<file path="src/rtl/acc_alu.sv">
// Accumulator ALU: single-cycle logic/arithmetic ops and an 8-step shift-add multiply.
// Results update acc and {N,Z,C,V} flags and raise a one-cycle out_valid pulse.
module acc_alu #(
    parameter int WIDTH = 8
) (
    input  logic             clk,
    input  logic             rst_n,
    input  logic             in_valid,
    output logic             in_ready,
    input  logic [2:0]       op,
    input  logic [WIDTH-1:0] operand,
    output logic [WIDTH-1:0] acc,
    output logic             out_valid,
    output logic [3:0]       flags
);

    localparam int STEPW = (WIDTH > 1) ? $clog2(WIDTH) : 1;

    typedef enum logic [1:0] {S_IDLE, S_MUL, S_DONE} state_t;
    typedef enum logic [2:0] {
        OP_LOAD, OP_ADD, OP_SUB, OP_AND, OP_OR, OP_XOR, OP_MUL, OP_CLR
    } op_t;

    state_t                 state, state_nxt;
    op_t                    opc;
    logic                   accept;
    logic                   mul_last;
    logic [STEPW-1:0]       step;
    logic [2*WIDTH-1:0]     mcand, prod, prod_nxt;
    logic [WIDTH-1:0]       mplier;
    logic [WIDTH:0]         sum, diff;
    logic [WIDTH-1:0]       alu_res;
    logic                   alu_c, alu_v;

    assign opc      = op_t'(op);
    assign accept   = in_valid && in_ready;
    assign mul_last = (state == S_MUL) && (step == STEPW'(WIDTH - 1));

    always_ff @(posedge clk or negedge rst_n) begin
        if (!rst_n) state <= S_IDLE;
        else        state <= state_nxt;
    end

    always_comb begin
        state_nxt = state;
        case (state)
            S_IDLE, S_DONE: begin
                if (accept) state_nxt = (opc == OP_MUL) ? S_MUL : S_DONE;
                else        state_nxt = S_IDLE;
            end
            S_MUL:   if (mul_last) state_nxt = S_DONE;
            default: state_nxt = S_IDLE;
        endcase
    end

    // DONE is entered only on a result edge and left one cycle later unless refilled.
    always_comb begin
        in_ready  = (state != S_MUL);
        out_valid = (state == S_DONE);
    end

    always_comb begin
        sum     = {1'b0, acc} + {1'b0, operand};
        diff    = {1'b0, acc} - {1'b0, operand};
        alu_res = '0;
        alu_c   = 1'b0;
        alu_v   = 1'b0;
        case (opc)
            OP_LOAD: alu_res = operand;
            OP_ADD: begin
                alu_res = sum[WIDTH-1:0];
                alu_c   = sum[WIDTH];
                alu_v   = (acc[WIDTH-1] == operand[WIDTH-1]) && (sum[WIDTH-1] != acc[WIDTH-1]);
            end
            OP_SUB: begin
                alu_res = diff[WIDTH-1:0];
                alu_c   = diff[WIDTH];
                alu_v   = (acc[WIDTH-1] != operand[WIDTH-1]) && (diff[WIDTH-1] != acc[WIDTH-1]);
            end
            OP_AND:  alu_res = acc & operand;
            OP_OR:   alu_res = acc | operand;
            OP_XOR:  alu_res = acc ^ operand;
            default: alu_res = '0;
        endcase
    end

    assign prod_nxt = prod + (mplier[0] ? mcand : '0);

    // Multiplicand shifts left and multiplier right, so each step only tests mplier[0].
    always_ff @(posedge clk or negedge rst_n) begin
        if (!rst_n) begin
            acc    <= '0;
            flags  <= '0;
            mcand  <= '0;
            mplier <= '0;
            prod   <= '0;
            step   <= '0;
        end else if (accept) begin
            if (opc == OP_MUL) begin
                mcand  <= {{WIDTH{1'b0}}, acc};
                mplier <= operand;
                prod   <= '0;
                step   <= '0;
            end else begin
                acc   <= alu_res;
                flags <= {alu_res[WIDTH-1], (alu_res == '0), alu_c, alu_v};
            end
        end else if (state == S_MUL) begin
            mcand  <= mcand << 1;
            mplier <= mplier >> 1;
            prod   <= prod_nxt;
            step   <= step + 1'b1;
            if (mul_last) begin
                acc   <= prod_nxt[WIDTH-1:0];
                flags <= {prod_nxt[WIDTH-1], (prod_nxt[WIDTH-1:0] == '0),
                          (|prod_nxt[2*WIDTH-1:WIDTH]), 1'b0};
            end
        end
    end

endmodule
</file>
<file path="config.mk">
export PLATFORM = sky130hd
export DESIGN_NAME = acc_alu
export DESIGN_NICKNAME = d
export VERILOG_FILES = /design/src/rtl/acc_alu.sv
export SDC_FILE = /design/constraint.sdc
export NUM_CORES = 1
export LEC_CHECK = 0
export BUFFER_PORTS_ARGS = -buffer_cell sky130_fd_sc_hd__buf_4
export CORE_ASPECT_RATIO = 0.7
export CORE_MARGIN = 1.5
export CORE_UTILIZATION = 35
export CTS_CLUSTER_DIAMETER = 60
export DETAILED_ROUTE_END_ITERATION = 10
export GPL_TIMING_DRIVEN = 0
export MAX_ROUTING_LAYER = met4
export SYNTH_ARGS = -nofsm -noshare
export SYNTH_HDL_FRONTEND = slang
export SYNTH_SLANG_ARGS = --single-unit
</file>
<file path="constraint.sdc">
create_clock -name clk -period 3.3 [get_ports clk]
set_input_delay 0.99 -clock clk [delete_from_list [all_inputs] [get_ports clk]]
set_output_delay 0.99 -clock clk [all_outputs]
set_load 0.01 [all_outputs]
</file>
==> impl_results.md <==
* CTS Hold Bufs at 0
* # rows at 35
* Crit path kind: input pin to flop
* Antenna Nets Post-Route at 0
* Share of layout cells above drive strength 1 at 11.1%
* Port bufs at 27
* Status: finished clean
* Clock Sinks at 56
* TritonCTS buffer count at 5
* Worst Max-Slew Pin Slew at 0.754 ns
* Root Driver: clkbuf_16
* Met2 routed WL at 5550 um
* Largest net degree at the start of global routing at 57
* GRT overflow at 0
* Initial DRC count at 434
* Vias in the first global route at 4257
* Warnings from Yosys at 0
* CP Capture Type: flop
* H-tree levels at 2
* Seq/Total Area, Yosys at 29.9%
* Number of synthesized flops with an enable pin at 0
* Top Metal Used: met4
* WP data required at 3.48 ns
* Worst hold start: mplier[6]
* Average size of a mapped cell at 8.16 um2
* Post-layout util at 40.1%
* Antenna violations before repair at 0
* Final Hold Viols at 0
* Area contributors post-synth: dfrtp_1 30%, ha_1 11%, nand2_1 6.9%
* FF-to-FF End: flags[1]
* Post-synthesis cell count at 575
* Routed Wire Length at 14500 um
* Via count at 4393
* Unique masters post-synth at 70
* Nets at 667
* Yosys reg bits at 56
* IO Pins at 28
* Setup crit start kind: input pin
* Primary FF master, synth: dfrtp_1
* Vias per inst at 5.66
* Final cycle utilization of the critical path at 96.9%
* Period minus WS final at 3.20 ns
* Worst VDD drop at 217 uV
* Async set or reset register ratio after synthesis at 100%
* Area Overhead vs Synth at 12.4%
* Routed wl met3 at 931 um
* Critical path arrival at 3.37 ns
* Total Neg Setup Slack at 0 ns
* Chip width at 141 um
* First-pass GRT wire length at 23600 um
* Worst Hold End: mplier[6]
* Worst R2R Setup Slack at 0.13 ns
* Avg WL per Cell at 18.7 um
* Cell taking the most area after synthesis: dfrtp_1
* Mapped cell area at 4690 um2
* Commonest non-fill, non-tap cells in the layout: 86 x nand2_1, 56 x dfrtp_1, 53 x o21ai_0
* Gr usage total at 22.2%
* Commonest non-fill, non-tap cell in the layout: nand2_1
* N_diodes at 0
* Postcts setup bufs at 0
* Reg-to-Reg Start: mplier[0]
* Crit Path Max Fanout at 5
* Maxcap violations at 0
* Setup-failing EPs final at 0
* Die ar. at 14100 um2
* Routability Congestion at 0.889
* Initial core utilization at 35.7%
* Pwr/cell area at 695 nW/um2
* CTS tree: yes
* Lkg Pwr at 2.36 nW
* Min-Delay Path Class: flop to flop
* HPWL Detailed at 11200 um
* Rel. slew slack at 49.5%
* Post-synth top area share at 29.9%
* Worst-Skew Late Latency at 0.30 ns
* Post-synth net total at 633
* Worst-path clk slew at 0.07 ns
* Final Skew at 0.00771 ns
* Die height at 99.9 um
* M1 WL at 7860 um
* DRT Pass-1 Iters at 4
* FF-to-FF path depth at 10
* Hold Path Stages at 2
* Pins over their slew limit at 0
* Worst-case clock buffer depth at 2
* F_max at 0.313 GHz
* Post-route DRC at 0
* RSZ-0062 raised after global routing: no
* Core region area at 13100 um2
## synthesized netlist by cell type, drive strengths merged (4+ instances only)
cell	n
nor2b	6
o22ai	4
mux2i	18
a22oi	9
xor2	5
ha	41
dfrtp	56
nand3	15
a21oi	42
mux2	4
o211ai	7
and2	18
nor2	27
buf	18
nor3b	4
clkbuf	17
nor3	9
or3	4
xnor2	14
inv	29
nand2	86
a211oi	5
o2111ai	4
o21ai	65
nand2b	9
a21o	6
## cells by family after synthesis
kind of cell	after synthesis	share of synthesized area, %
compound gates	178	23.9
xor+xnor	19	3.55
fa+ha+maj	44	12.2
buf+inv	64	5.97
flops	56	29.9
mux	22	4.80
simple gates	192	19.7
## sequential cells by signal (all words and copies together), names as in the netlist
signal / count
acc: 8
flags: 3
mcand: 16
mplier: 8
prod: 16
state: 2
step: 3
## stage by stage
stage          instance area (um2)  power, mW  setup slack, ns  hold slack, ns  std cells
2_1_floorplan                 4690       2.49            0.304           0.450        575
3_3_place_gp                  5100       3.04           -0.407           0.465        768
3_5_place_dp                  5100       3.08           -0.427           0.474        768
4_1_cts                       5260       3.64          0.00735           0.491        776
5_1_grt                       5270       3.96          0.00499           0.531        776
6_report                      5270       3.66            0.102           0.493        776
## power by group
| part | internal [mW] | switching (mW) |
|---|---|---|
| clock network | 0.284 | 0.254 |
| logic | 0.790 | 1.16 |
| registers | 0.941 | 0.230 |
## critical path, cell delays in order
cell,delay [ns]
buf_4,0.13
ha_1,0.22
fa_1,0.42
or3_1,0.44
a31oi_4,0.28
o21ai_1,0.13
a2111oi_2,0.38
o311ai_1,0.21
o31a_1,0.16
## metal layers
layer / track usage, % / vias to the layer above
met3: 2.67 / 15
met4: 4.04 / 0
met1: 35.9 / 2119
met2: 29.0 / 149
li1: - / 2110
met5: - / -
## area by class of cell
cell class / count / area, um2
multi-input cells: 455 / 3040
flip-flops and latches: 56 / 1400
clock inverters: 1 / 8.76
clock buffers: 7 / 133
inverters: 29 / 109
repair buffers: 27 / 203
well taps: 166 / 208
fillers: 1395 / 7870
plain buffers: 35 / 174
## worst max path at each step
stage | from | to | slack [ns] | cells after the start
3_5_place_dp | operand[0] | flags[1] | -0.43 | 9
4_1_cts | mplier[0] | flags[1] | 0.007 | 10
6_report | operand[0] | flags[1] | 0.10 | 9
2_1_floorplan | operand[0] | flags[1] | 0.30 | 8
3_3_place_gp | operand[0] | flags[1] | -0.41 | 9
5_1_grt | operand[0] | flags[1] | 0.005 | 9
## what timing repair did
item                                    4_1_cts  5_1_grt
gates resized for setup                       4        6
gates cloned                                  0        0
endpoints found under the setup margin        1        2
pin swaps                                     0        2
Power figures use the tool's default switching activity.
